$ cat config.mk
export PLATFORM = sky130hd
export DESIGN_NAME = uart_cmd_ctrl
export DESIGN_NICKNAME = d
export VERILOG_FILES = /design/src/rtl/uart_cmd_pkg.sv /design/src/rtl/bin2bcd_seq.sv /design/src/rtl/uart_cmd_ctrl.sv
export SDC_FILE = /design/constraint.sdc
export NUM_CORES = 1
export LEC_CHECK = 0
export CAP_MARGIN = 10
export CORE_MARGIN = 2
export CORE_UTILIZATION = 45
export CTS_BUF_LIST = sky130_fd_sc_hd__clkbuf_8
export DETAILED_ROUTE_END_ITERATION = 8
export PLACE_DENSITY = 0.77
export SLEW_MARGIN = 20
export SYNTH_ARGS = -nofsm -noshare
export SYNTH_HDL_FRONTEND = slang
export SYNTH_SLANG_ARGS = --single-unit
$ cat constraint.sdc
create_clock -name clk -period 2.65 [get_ports clk]
set_input_delay 0.265 -clock clk [delete_from_list [all_inputs] [get_ports clk]]
set_output_delay 0.265 -clock clk [all_outputs]
set_load 0.01 [all_outputs]
$ cat src/rtl/uart_cmd_pkg.sv
// rtl/uart_cmd_pkg.sv - shared constants for the UART command controller
package uart_cmd_pkg;

    // Single-character command bytes, upper and lower case
    localparam logic [7:0] CMD_RUN_U  = 8'h52;
    localparam logic [7:0] CMD_RUN_L  = 8'h72;
    localparam logic [7:0] CMD_STOP_U = 8'h53;
    localparam logic [7:0] CMD_STOP_L = 8'h73;
    localparam logic [7:0] CMD_CLR_U  = 8'h43;
    localparam logic [7:0] CMD_CLR_L  = 8'h63;
    localparam logic [7:0] CMD_QRY_U  = 8'h51;
    localparam logic [7:0] CMD_QRY_L  = 8'h71;

    // Report characters
    localparam logic [7:0] ASCII_0  = 8'h30;
    localparam logic [7:0] ASCII_CR = 8'h0D;
    localparam logic [7:0] ASCII_LF = 8'h0A;

    // Report FSM encoding
    localparam logic [1:0] IDLE    = 2'd0;
    localparam logic [1:0] CONVERT = 2'd1;
    localparam logic [1:0] SEND    = 2'd2;
    localparam logic [1:0] WAIT    = 2'd3;

    // Largest value that fits in four decimal digits
    localparam int CNT_MAX = 9999;
    localparam int N_CHARS = 6;

endpackage

$ cat src/rtl/bin2bcd_seq.sv
// rtl/bin2bcd_seq.sv - sequential double-dabble, one shift per cycle, four BCD digits
module bin2bcd_seq #(
    parameter int CNT_W = 14
) (
    input  logic             clk,
    input  logic             reset,
    input  logic             start,
    input  logic [CNT_W-1:0] bin,
    output logic             done,
    output logic [3:0]       bcd_thou,
    output logic [3:0]       bcd_hund,
    output logic [3:0]       bcd_tens,
    output logic [3:0]       bcd_ones
);

    localparam int SR_W = 16 + CNT_W;
    localparam int CW   = $clog2(CNT_W + 1);

    // Upper 16 bits hold the BCD digits, lower CNT_W bits the binary being shifted in
    logic [SR_W-1:0] sr;
    logic [CW-1:0]   cnt;

    // One double-dabble step: add 3 to any digit >= 5, then shift left
    function automatic logic [SR_W-1:0] dabble(input logic [SR_W-1:0] x);
        logic [SR_W-1:0] y;
        y = x;
        for (int i = 0; i < 4; i++) begin
            if (y[CNT_W+4*i +: 4] >= 4'd5)
                y[CNT_W+4*i +: 4] = y[CNT_W+4*i +: 4] + 4'd3;
        end
        return y << 1;
    endfunction

    // The first shift happens on the start edge so done lands CNT_W cycles after start
    always_ff @(posedge clk or posedge reset) begin
        if (reset) begin
            sr   <= '0;
            cnt  <= '0;
            done <= 1'b0;
        end else begin
            done <= 1'b0;
            if (start) begin
                sr   <= dabble({16'b0, bin});
                cnt  <= CW'(CNT_W - 1);
                done <= (CNT_W == 1);
            end else if (cnt != '0) begin
                sr  <= dabble(sr);
                cnt <= cnt - CW'(1);
                if (cnt == CW'(1))
                    done <= 1'b1;
            end
        end
    end

    assign bcd_thou = sr[CNT_W+12 +: 4];
    assign bcd_hund = sr[CNT_W+8  +: 4];
    assign bcd_tens = sr[CNT_W+4  +: 4];
    assign bcd_ones = sr[CNT_W    +: 4];

endmodule

$ cat src/rtl/uart_cmd_ctrl.sv
// rtl/uart_cmd_ctrl.sv - ASCII command decoder and decimal counter reporter over UART
module uart_cmd_ctrl #(
    parameter int CNT_W   = 14,
    parameter int CNT_MAX = uart_cmd_pkg::CNT_MAX,
    parameter int N_CHARS = uart_cmd_pkg::N_CHARS
) (
    input  logic             clk,
    input  logic             reset,
    input  logic [7:0]       rx_data,
    input  logic             rx_done,
    input  logic             tx_done,
    input  logic [CNT_W-1:0] counter_value,
    output logic             start,
    output logic [7:0]       tx_data,
    output logic             run_en,
    output logic             clear,
    output logic             busy
);

    import uart_cmd_pkg::*;

    logic [1:0]       state;
    logic [2:0]       idx;
    logic [CNT_W-1:0] snapshot;
    logic [CNT_W-1:0] sat_value;
    logic             conv_start;
    logic             conv_done;
    logic [3:0]       bcd_t, bcd_h, bcd_e, bcd_o;
    logic [3:0]       dig_t, dig_h, dig_e, dig_o;
    logic             is_run, is_stop, is_clr, is_qry;

    assign is_run  = (rx_data == CMD_RUN_U)  || (rx_data == CMD_RUN_L);
    assign is_stop = (rx_data == CMD_STOP_U) || (rx_data == CMD_STOP_L);
    assign is_clr  = (rx_data == CMD_CLR_U)  || (rx_data == CMD_CLR_L);
    assign is_qry  = (rx_data == CMD_QRY_U)  || (rx_data == CMD_QRY_L);

    // Values above four digits are clamped so the report never overflows
    assign sat_value = (32'(counter_value) > CNT_MAX) ? CNT_W'(CNT_MAX) : counter_value;

    // Character i of the report from the latched digits
    function automatic logic [7:0] char_at(input logic [2:0] i);
        case (i)
            3'd0:    char_at = ASCII_0 + {4'b0, dig_t};
            3'd1:    char_at = ASCII_0 + {4'b0, dig_h};
            3'd2:    char_at = ASCII_0 + {4'b0, dig_e};
            3'd3:    char_at = ASCII_0 + {4'b0, dig_o};
            3'd4:    char_at = ASCII_CR;
            default: char_at = ASCII_LF;
        endcase
    endfunction

    bin2bcd_seq #(.CNT_W(CNT_W)) u_bcd (
        .clk      (clk),
        .reset    (reset),
        .start    (conv_start),
        .bin      (snapshot),
        .done     (conv_done),
        .bcd_thou (bcd_t),
        .bcd_hund (bcd_h),
        .bcd_tens (bcd_e),
        .bcd_ones (bcd_o)
    );

    // Run/stop/clear act in every FSM state, independent of any report
    always_ff @(posedge clk or posedge reset) begin
        if (reset) begin
            run_en <= 1'b0;
            clear  <= 1'b0;
        end else begin
            clear <= rx_done && is_clr;
            if (rx_done && is_run)
                run_en <= 1'b1;
            else if (rx_done && is_stop)
                run_en <= 1'b0;
        end
    end

    // Report sequencer: snapshot, convert, then send six characters with a handshake each
    always_ff @(posedge clk or posedge reset) begin
        if (reset) begin
            state      <= IDLE;
            idx        <= 3'd0;
            snapshot   <= '0;
            conv_start <= 1'b0;
            busy       <= 1'b0;
            start      <= 1'b0;
            tx_data    <= 8'h00;
            dig_t      <= 4'd0;
            dig_h      <= 4'd0;
            dig_e      <= 4'd0;
            dig_o      <= 4'd0;
        end else begin
            conv_start <= 1'b0;
            start      <= 1'b0;
            case (state)
                IDLE: begin
                    if (rx_done && is_qry) begin
                        snapshot   <= sat_value;
                        busy       <= 1'b1;
                        conv_start <= 1'b1;
                        state      <= CONVERT;
                    end
                end
                CONVERT: begin
                    if (conv_done) begin
                        dig_t   <= bcd_t;
                        dig_h   <= bcd_h;
                        dig_e   <= bcd_e;
                        dig_o   <= bcd_o;
                        idx     <= 3'd0;
                        start   <= 1'b1;
                        tx_data <= ASCII_0 + {4'b0, bcd_t};
                        state   <= SEND;
                    end
                end
                SEND: begin
                    state <= WAIT;
                end
                WAIT: begin
                    if (tx_done) begin
                        if (idx == 3'(N_CHARS - 1)) begin
                            busy  <= 1'b0;
                            state <= IDLE;
                        end else begin
                            idx     <= idx + 3'd1;
                            start   <= 1'b1;
                            tx_data <= char_at(idx + 3'd1);
                            state   <= SEND;
                        end
                    end
                end
                default: state <= IDLE;
            endcase
        end
    end

endmodule

==> summary.md, run 1 <==
| Metric | Value |
|---|---|
| Total wire length | 7.069 mm |
| CTS tree | done |
| Ports | 38 |
| Post-CTS Hold Buffers | 0 |
| Crit path kind | flip-flop to flip-flop |
| Drt pass-1 iters | 4 |
| DRC Markers | 0 |
| CTS Buffer Depth | 2 |
| Ant. Diodes | 0 |
| Max-cap violation count | 0 |
| Vias | 2,757 |
| Worst-Skew Late Latency | 0.36 ns |
| Clock root buffer | clkbuf_8 |
| Post-route cell area | 4429 µm² |
| Fill cell count | 732 |
| Register area share after synthesis | 52.18% |
| Sinks on Clock Net | 79 |
| Cell Area, Synth | 3789 µm² |
| PortBufs | 34 |
| Psw | 1.652 mW |
| EDFF count, synth | 0 |
| Switching Share | 38.00% |
| Worst Tran Pin Value | 0.7959 ns |
| Final ANT Viol Nets | 0 |
| Max Fanout on Critical Path | 6 |
| Non-Filler Instances | 516 |
| LEAKAGE | 2.062 nW |
| Minimum clock period | 2.458 ns |
| Drt wl/cell | 13.70 µm |
| CP Data Arrival Time | 2.69 ns |
| Top_reg_cell synth | dfrtp_1 |
| Mean post-synth cell area | 10.24 µm² |
| Crit path capture type | flip-flop |
| Die width | 95.76 µm |
| Type of the worst min-delay path | input pin to asynchronous set/reset pin |
| Share of cells above drive strength 1 | 9.002% |
| Initial antenna violation count | 0 |
| Synth cell types | 49 |
| CP startpoint kind | flip-flop |
| CP Buf/Inv Count | 2 |
| Die area | 9169 µm² |
| Crit-path cells | inv_1 -> ha_1 -> nand2_1 -> and3_1 -> o21ai_0 -> inv_1 -> o221ai_1 -> nor2_1 |
| Clock share of power | 19.2% |
| VDD IR max | 0.0004158 V |
| GRT Total Usage | 17.69% |
| Tcrit/Tclk final | 92.76% |
| Tot Pwr | 4.346 mW |
| Max H-tree Level | 3 |
| Outcome | complete, no violations |
| Total Neg Setup Slack | 0 ns |
| Hold WS | 0.2622 ns |
| Area post-placement | 4243 µm² |
| RePlAce Congestion | 0.8700 |
| Async set-reset flop share out of synthesis | 100.0% |
| RSZ-0062 raised after global routing | no |
| Die span in y | 95.76 µm |
| Initial core utilization | 46.34% |
| First-pass GRT wire length | 12.38 mm |
| Final slew viol count | 0 |
| Share of total power in sequential cells | 43.0% |
| #FFs+latches synth | 79 |
| Gr ovfl total | 0 |
| Drt first-iter violations | 131 |
| Combinational power share | 37.8% |
| Final hold violation count | 0 |
| Cells after DPL | 500 |
| CP max stage cell | o21ai_0 |
| Clock transition at the registers of the reported paths | 0.09 ns |
| Yosys warnings | 0 |
| Largest net degree at the start of global routing | 32 |
| Final setup vio count | 0 |
| Avg Vias per Cell | 5.343 |
| Max Freq | 0.4068 GHz |
| Slew headroom | 46.81% |
| Most used cell along the critical path | inv_1 |
| Final #Nets | 447 |
| Post-CTS Resized | 0 |
| Data required time at the worst endpoint | 2.89 ns |
| Final Skew | 0.01197 ns |
| Vias in the first global route | 2,747 |
| Cell family with most CP delay | compound AO/OA/AOI/OAI gates |
| Number of core rows | 33 |
| PD cells | 981.1 nW/µm² |
| CP max stage delay | 0.50 ns |
| Dpl hpwl | 5.149 mm |
| CORE AREA | 8175 µm² |
| Synth Instances | 370 |
| Synthesis-to-layout area growth | 16.91% |
| Cell-internal power | 2.694 mW |
| Post-CTS Setup Inserts | 0 |
| Total CTS buffers | 9 |
[state kept, by name, summed over array words and instances (netlist names), 2 cells and up]
name and count:
u_bcd.sr 29, snapshot 14, tx_data 5, dig_e 4, dig_h 4, dig_o 4
dig_t 4, u_bcd.cnt 4, idx 3, state 2
[placed cells by master (no fill, tap or decap), drive strengths merged, types with 15 or more instances in the layout]
cell type,Yosys,final
o21ai,38,38
ha,15,15
nand2,56,56
a21oi,23,23
clkdlybuf4s50,0,34
nor2,20,20
mux2i,17,17
inv,18,22
dfrtp,79,79
[synthesized netlist by cell type (all sizes together) (2+ instances only)]
library cell | number | area [µm²]
a22oi | 2 | 15.01
a211oi | 6 | 45.04
a222oi | 3 | 30.03
or3 | 3 | 18.77
xnor2 | 5 | 43.79
nand3 | 7 | 35.03
clkbuf | 11 | 41.29
mux2 | 8 | 90.09
nor2 | 20 | 75.07
ha | 15 | 187.7
mux2i | 17 | 170.2
and3 | 2 | 12.51
a22o | 6 | 52.55
a221o | 3 | 30.03
o22a | 9 | 78.83
o21ai | 38 | 190.2
buf | 7 | 57.54
nand2b | 5 | 31.28
nand2 | 56 | 217.7
nor3b | 2 | 15.01
a21o | 2 | 15.01
and2 | 2 | 15.02
dfrtp | 79 | 1977
inv | 18 | 67.56
nand3b | 2 | 15.01
a21oi | 23 | 115.1
nor3 | 3 | 15.01
[stage by stage]
stage	setup WS, ns	utilization, %
2_1_floorplan	0.3616	-
3_3_place_gp	0.1674	51.90
3_5_place_dp	0.1271	51.90
4_1_cts	0.2364	54.18
5_1_grt	0.05181	54.18
6_report	0.1918	54.18
[cells by family (layout without fill, tap and decap cells)]
kind of cell,count (synthesis),count (layout),synth area share (%)
AO/OA/AOI/OAI,100,100,16.78
XOR/XNOR,6,6,1.387
adder cells (fa/ha/maj),15,15,4.954
buffers and inverters,37,77,4.821
flip-flops,79,79,52.18
multiplexers,25,25,6.869
other,1,2,0.09898
AND/OR/NAND/NOR,107,107,12.91
[area by class of cell]
cell class	count	area [µm²]	share of cell area, %
Multi-Input combinational cell	255	1638	36.98
Clock inverter	7	62.56	1.412
Tap cell	105	131.4	2.966
Clock buffer	9	123.9	2.797
Inverter	19	83.83	1.893
Timing Repair Buffer	42	412.9	9.322
Sequential cell	79	1977	44.63
[path summary, 6_finish.rpt]
kind	cells after the start	end	start	slack [ns]
max	8	tx_data[3]	idx[1]	0.19
min	2	start	reset	0.26
max reg2reg	8	tx_data[3]	idx[1]	0.19
min reg2reg	2	snapshot[12]	snapshot[12]	0.48
max in group asynchronous	3	dig_e[2]	reset	1.71
min in group clk	2	snapshot[3]	counter_value[3]	0.48
[metal layers]
layer / track usage [%] / routed length (µm) / up-vias
li1: - / - / 1370
met1: 21.41 / 3249 / 1325
met2: 30.01 / 3439 / 56
met3: 5.482 / 287 / 6
met4: 5.952 / 93 / 0
met5: 0 / 0 / -
[worst reg2reg max path: stages, from the launching register on]
cell      delay [ns]
dfrtp_1         0.44
inv_1           0.12
ha_1            0.27
nand2_1         0.17
and3_1          0.22
o21ai_0         0.50
inv_1           0.27
o221ai_1        0.27
nor2_1          0.08
[power groups by stage]
stage / Clock, mW / Combinational [mW] / Sequential [mW]
after floorplan: 0 / 1.24 / 1.80
after global placement: 0 / 1.56 / 1.86
after detailed placement: 0 / 1.64 / 1.89
after CTS: 0.857 / 1.65 / 1.86
after global routing: 0.917 / 1.86 / 1.92
final: 0.836 / 1.64 / 1.87
(Power assumes the default switching activity.)
==> run 2, diff against run 1 <==
Settings changed: ABC_AREA from default to 1.
==> summary.md, run 2 <==
| Metric | Value |
|---|---|
| Outcome | complete, no violations |
| Initial antenna violation count | 0 (unchanged) |
| GR Util met1 | 22.76% (+1.3 points) |
| Post-route cell area | 4464 µm² (+0.79%) |
| VDD IR max | 0.0004114 V (-1.1%) |
| RSZ-0062 raised after global routing | no |
| Vias | 3,112 (+13%) |
| Busiest grt layer | met2 |
| Commonest non-fill, non-tap cell in the layout | nand2_1 |
| Die width | 96.74 µm (+1.0%) |
| #FFs+latches synth | 79 (unchanged) |
| Minimum clock period | 1.838 ns (-0.6198 ns) |
| Synth cell types | 37 (-24%) |
| Post-CTS Resized | 0 (unchanged) |
| Number of core rows | 33 (unchanged) |
| Post-synth top area share | 51.08% (-1.1 points) |
| Top_reg_cell synth | dfrtp_1 |
| Clock transition at the registers of the reported paths | 0.09 ns (about the same) |
| Slew headroom | 48.35% (+1.5 points) |
| Sinks on Clock Net | 79 (unchanged) |
| Met3 Use GR | 5.275% (-0.21 points) |
| GRT Total Usage | 18.43% (+0.74 points) |
| Commonest cells after routing, fill and taps aside | nand2_1 (84), dfrtp_1 (79), inv_1 (58), o21ai_0 (40), clkdlybuf4s50_1 (34) |
| Die span in y | 96.74 µm (+1.0%) |
| Largest net degree at the start of global routing | 80 (+150%) |
| Final Skew | 0.01490 ns (+0.002926 ns) |
| Final ANT Viol Nets | 0 (unchanged) |
| Met2 Usage GRT | 30.61% (+0.60 points) |
| Top cells by area, synth | dfrtp_1 (51%), nand2_1 (8.1%), inv_1 (5.6%), o21ai_0 (5.3%), ha_1 (4.8%) |
| Drt wl/cell | 13.66 µm (-0.25%) |
| Initial core utilization | 46.86% (+0.52 points) |
| CTS tree | done |
| CTS Buffer Depth | 2 (unchanged) |
| Hold WS | 0.3024 ns (+0.04018 ns) |
| Crit path capture type | flip-flop |
| Max-cap violation count | 0 (unchanged) |
| Synth cell count leaders | nand2_1 (84), dfrtp_1 (79), inv_1 (58) |
| Max Fanout on Critical Path | 21 (+15) |
| Type of the worst min-delay path | input pin to asynchronous set/reset pin |
| Final hold violation count | 0 (unchanged) |
| Total CTS buffers | 9 (unchanged) |
| Yosys warnings | 0 (unchanged) |
| Ports | 38 (unchanged) |
| Synthesis-to-layout area growth | 15.36% |
| Worst-Skew Late Latency | 0.35 ns (about the same) |
| Data required time at the worst endpoint | 2.87 ns (-0.02 ns) |
| Cell taking the most area after synthesis | dfrtp_1 |
| Drt first-iter violations | 186 (+42%) |
| Top-count cell post-synth | nand2_1 |
| DRC Markers | 0 (unchanged) |
| R2R setup slack | 0.81 ns (+0.62 ns) |
| Most flop-heavy register | u_bcd.sr |
| Final #Nets | 516 (+15%) |
| CORE AREA | 8258 µm² (+1.0%) |
| Register area share after synthesis | 51.08% (-1.1 points) |
| Biggest registers after layout | u_bcd.sr: 29 flops, snapshot: 14 flops, tx_data: 5 flops |
| Dpl hpwl | 5.554 mm (+7.9%) |
| RePlAce Congestion | 0.8621 (-0.91%) |
| Finished Core Util | 54.06% (-0.12 points) |
| Post-CTS Hold Buffers | 0 (unchanged) |
| FF-to-FF End | u_bcd.sr[3] |
| First-pass GRT wire length | 14.23 mm (+15%) |
| Largest register FFs | 29 (unchanged) |
| Mean post-synth cell area | 8.756 µm² (-14%) |
| Max H-tree Level | 3 (unchanged) |
| EDFF count, synth | 0 (unchanged) |
| Final slew viol count | 0 (unchanged) |
| Max Freq | 0.5439 GHz (+34%) |
| Drt pass-1 iters | 4 (unchanged) |
| Cell Area, Synth | 3870 µm² (+2.1%) |
| CP startpoint kind | flip-flop |
| Die area | 9358 µm² (+2.1%) |
| PD cells | 1009 nW/µm² (+2.8%) |
| Area post-placement | 4268 µm² (+0.59%) |
| Tcrit/Tclk final | 69.37% (-23 points) |
| Share of cells above drive strength 1 | 8.333% (-0.67 points) |
| Post-CTS Setup Inserts | 0 (unchanged) |
| LEAKAGE | 2.148 nW (+4.2%) |
| Worst Tran Pin Value | 0.7696 ns (-0.02635 ns) |
| Worst R2R Start | u_bcd.cnt[0] |
| Final setup vio count | 0 (unchanged) |
| Tot Pwr | 4.504 mW (+3.6%) |
| Crit path kind | flip-flop to flip-flop |
| Gr ovfl total | 0 (unchanged) |
| FF-to-FF path depth | 10 (+2) |
| Vias in the first global route | 3,117 (+13%) |
| Total wire length | 7.994 mm (+13%) |
| Async set-reset flop share out of synthesis | 100.0% (unchanged) |
| Avg Vias per Cell | 5.320 (-0.44%) |
| CP Data Arrival Time | 2.06 ns (-0.63 ns) |
| Synth Instances | 442 (+19%) |
| Total Neg Setup Slack | 0 ns (unchanged) |
| Clock root buffer | clkbuf_8 |
| PortBufs | 34 (unchanged) |
| Ant. Diodes | 0 (unchanged) |
==> run 2: cell types whose count changed in the layout (fill, tap and decap cells not counted), moves of 9 or more <==
cell     delta
inv_1      +41
mux2i_1    -17
nand2_1    +29
nand3_1    +14
o21ai_1    +17
o22a_1      -9
==> run 2: cell families after synthesis <==
group	Yosys count	share of synthesized area (%)
AO/OA/AOI/OAI	113	17.07
adder cells (fa/ha/maj)	15	4.850
other	1	0.09690
AND/OR/NAND/NOR	153	17.59
buffers and inverters	79	8.858
XOR/XNOR	2	0.4527
flip-flops	79	51.08
==> run 2: report_power, final <==
group / internal, mW / switching, mW
sequential: 1.57 / 0.266
combinational: 0.683 / 1.08
clock: 0.439 / 0.463
total: 2.69 / 1.81
==> run 2: metal layers <==
metal | vias up | routed length (µm)
li1 | 1520 | -
met2 | 76 | 4010
met4 | 0 | 141
met1 | 1504 | 3478
met3 | 12 | 363
met5 | - | 0
==> run 2: cell type report <==
| type | count | area (µm²) |
|---|---|---|
| Sequential cell | 79 | 1977 |
| Clock inverter | 7 | 72.57 |
| Tap cell | 105 | 131.4 |
| Inverter | 65 | 245.2 |
| Multi-Input combinational cell | 285 | 1554 |
| Fill cell | 750 | 3794 |
| Clock buffer | 9 | 123.9 |
| Timing Repair Buffer | 35 | 360.3 |
==> run 2: worst max path at each step <==
stage,from,endpoint,slack [ns],cells after the start
floorplan,reset,busy,0.36,1
global placement,counter_value[4],snapshot[5],0.55,6
detailed placement,counter_value[4],snapshot[1],0.49,5
CTS,u_bcd.cnt[1],u_bcd.sr[3],0.80,10
global route,u_bcd.cnt[0],u_bcd.sr[3],0.67,10
finish,u_bcd.cnt[0],u_bcd.sr[3],0.81,10
==> run 2: per-stage QoR <==
stage / worst slack, ns / cells
6_report: 0.8116 / 585
5_1_grt: 0.6720 / 585
4_1_cts: 0.7982 / 585
3_5_place_dp: 0.4908 / 569
3_3_place_gp: 0.5474 / 569
2_1_floorplan: 0.3616 / 443
==> run 2: worst max-delay path, stage by stage (launching register included) <==
cell and delay, ns:
dfrtp_1 0.43, inv_1 0.08, ha_1 0.14, inv_1 0.06
or2_4 0.25, nor2_4 0.13, inv_2 0.06, nand2_4 0.21
inv_2 0.17, nand2_1 0.09, o221ai_1 0.09
==> run 3, diff against run 2 <==
Clock period 2.65 ns to 1.8 ns, I/O delays scaled along.
==> summary.md, run 3 (same netlist as run 2, synthesis figures left out) <==
| Metric | Value |
|---|---|
| Outcome | complete, no violations |
| Clock share of power | 19.4% (-0.6 points) |
| CP max stage cell | dfrtp_1 |
| Cell-internal power | 4.231 mW (+57%) |
| Non-Filler Instances | 607 (+3.8%) |
| Drt pass-1 iters | 4 (unchanged) |
| RePlAce Congestion | 0.8845 (+2.6%) |
| Clock transition at the registers of the reported paths | 0.09 ns (about the same) |
| Sinks on Clock Net | 79 (unchanged) |
| Share of total power in sequential cells | 38.6% (-2.2 points) |
| Post-CTS Hold Buffers | 0 (unchanged) |
| Tot Pwr | 6.994 mW (+55%) |
| Biggest registers after layout | u_bcd.sr: 29 flops, snapshot: 14 flops, tx_data: 5 flops |
| GRT Total Usage | 18.28% (-0.16 points) |
| RSZ-0062 raised after global routing | yes |
| Avg Vias per Cell | 5.145 (-3.3%) |
| Die width | 96.74 µm (unchanged) |
| Most flop-heavy register | u_bcd.sr |
| CTS tree | done |
| Minimum clock period | 1.710 ns (-0.1280 ns) |
| Tcrit/Tclk final | 95.02% (+26 points) |
| Max H-tree Level | 3 (unchanged) |
| Cells after DPL | 582 (+2.3%) |
| Vias | 3,123 (+0.35%) |
| Combinational power share | 42.0% (+2.8 points) |
| PortBufs | 34 (unchanged) |
| R2R setup slack | 0.09 ns (-0.72 ns) |
| Total Neg Setup Slack | 0 ns (unchanged) |
| First-pass GRT wire length | 14.06 mm (-1.3%) |
| Crit path capture type | flip-flop |
| Ports | 38 (unchanged) |
| Max-cap violation count | 0 (unchanged) |
| Pre-CTS WS | 0.06392 ns (-0.4269 ns) |
| Cell family with most CP delay | simple AND/OR/NAND/NOR gates |
| CORE AREA | 8258 µm² (unchanged) |
| Switching Share | 39.51% (-0.71 points) |
| Clock root buffer | clkbuf_8 |
| VDD IR max | 0.0006703 V (+63%) |
| Total CTS buffers | 9 (unchanged) |
| Total wire length | 8.182 mm (+2.4%) |
| Number of core rows | 33 (unchanged) |
| Hold WS | 0.1626 ns (-0.1398 ns) |
| Initial antenna violation count | 0 (unchanged) |
| Final ANT Viol Nets | 0 (unchanged) |
| Largest net degree at the start of global routing | 33 (-59%) |
| Commonest cells after routing, fill and taps aside | nand2_1 (84), dfrtp_1 (79), inv_1 (54), o21ai_0 (37), clkdlybuf4s50_1 (34) |
| Final hold violation count | 0 (unchanged) |
| CTS Buffer Depth | 2 (unchanged) |
| CP max stage delay | 0.40 ns (-0.03 ns) |
| Ant. Diodes | 0 (unchanged) |
| Die span in y | 96.74 µm (unchanged) |
| Crit path kind | flip-flop to flip-flop |
| Area post-placement | 4394 µm² (+3.0%) |
| Slack of the critical path | 0.08962 ns (-0.7220 ns) |
| Psw | 2.764 mW (+53%) |
| Gr ovfl total | 0 (unchanged) |
| Final setup vio count | 0 (unchanged) |
| Post-route cell area | 4711 µm² (+5.5%) |
| LEAKAGE | 2.262 nW (+5.3%) |
| Share of cells above drive strength 1 | 13.55% (+5.2 points) |
| Final Skew | 0.01233 ns (-0.002567 ns) |
| Drt first-iter violations | 180 (-3.2%) |
| Data required time at the worst endpoint | 2.04 ns (-0.83 ns) |
| Final #Nets | 538 (+4.3%) |
| Type of the worst min-delay path | input pin to asynchronous set/reset pin |
| Initial core utilization | 46.86% (unchanged) |
| Worst-Skew Late Latency | 0.36 ns (about the same) |
| Dpl hpwl | 5.904 mm (+6.3%) |
| Largest register FFs | 29 (unchanged) |
| Finished Core Util | 57.05% (+3.0 points) |
| Commonest non-fill, non-tap cell in the layout | nand2_1 |
| Max Freq | 0.5847 GHz (+7.5%) |
| PD cells | 1485 nW/µm² (+47%) |
| Max Fanout on Critical Path | 7 (-67%) |
| Most used cell along the critical path | inv_2 |
| CP startpoint kind | flip-flop |
| CP Buf/Inv Count | 4 (unchanged) |
| CP Data Arrival Time | 1.95 ns (-0.11 ns) |
| Synthesis-to-layout area growth | 21.73% |
| DRC Markers | 0 (unchanged) |
| Drt wl/cell | 13.48 µm (-1.4%) |
| Vias in the first global route | 3,048 (-2.2%) |
| Crit-path cells | inv_2 -> ha_4 -> inv_2 -> or2_4 -> nor2_4 -> inv_2 -> nand2_4 -> buf_12 -> a21oi_1 -> o21ai_1 -> o21ai_1 |
| Final slew viol count | 0 (unchanged) |
| Die area | 9358 µm² (unchanged) |
-- run 3: cell types whose count changed in the layout (fill, tap and decap cells not counted), sizes merged --
| cell | before | now |
|---|---|---|
| buf | 1 | 22 |
| clkinvlp | 1 | 2 |
| inv | 67 | 65 |
| clkbuf | 9 | 10 |
| clkinv | 3 | 4 |
-- run 3: worst paths after layout --
path,from,to,depth (start not counted)
worst max-delay path,u_bcd.cnt[1],u_bcd.sr[23],11
worst min-delay path,reset,dig_o[2],2
worst max register to register,u_bcd.cnt[1],u_bcd.sr[23],11
worst min register to register,busy,busy,2
max in group asynchronous,reset,u_bcd.sr[22],3
min in group clk,counter_value[11],snapshot[11],3
-- run 3: repair_timing --
item,CTS,global route
setup endpoints to repair,0,12
setup buffers,0,8
resized for setup,0,10
-- run 3: area by class of cell --
type	count	area, µm²
fill	744	3547
sequential	79	1977
multi-input combinational	285	1569
timing repair buffer	57	580.6
inverter	65	249.0
tap	105	131.4
clock buffer	9	123.9
clock inverter	7	80.08
-- run 3: per-layer routing --
layer,track usage [%],share of wire [%],up-vias
met4,7.367,2.1,0
met5,0,0,-
met3,3.613,3.8,15
met1,24.36,47,1476
met2,29.43,48,68
li1,-,-,1564
-- run 3: power groups by stage --
stage / clock network [mW] / registers, mW / logic, mW
3_5_place_dp: 0 / 2.73 / 2.70
5_1_grt: 1.47 / 2.76 / 3.35
4_1_cts: 1.39 / 2.69 / 2.73
6_report: 1.36 / 2.70 / 2.94
3_3_place_gp: 0 / 2.69 / 2.58
2_1_floorplan: 0 / 2.66 / 1.94
-- run 3: worst register-to-register path: stages (launching register included) --
cell and delay [ns]:
dfrtp_1 0.40, inv_2 0.09, ha_4 0.13, inv_2 0.04
or2_4 0.24, nor2_4 0.15, inv_2 0.07, nand2_4 0.14
buf_12 0.13, a21oi_1 0.04, o21ai_1 0.10, o21ai_1 0.08
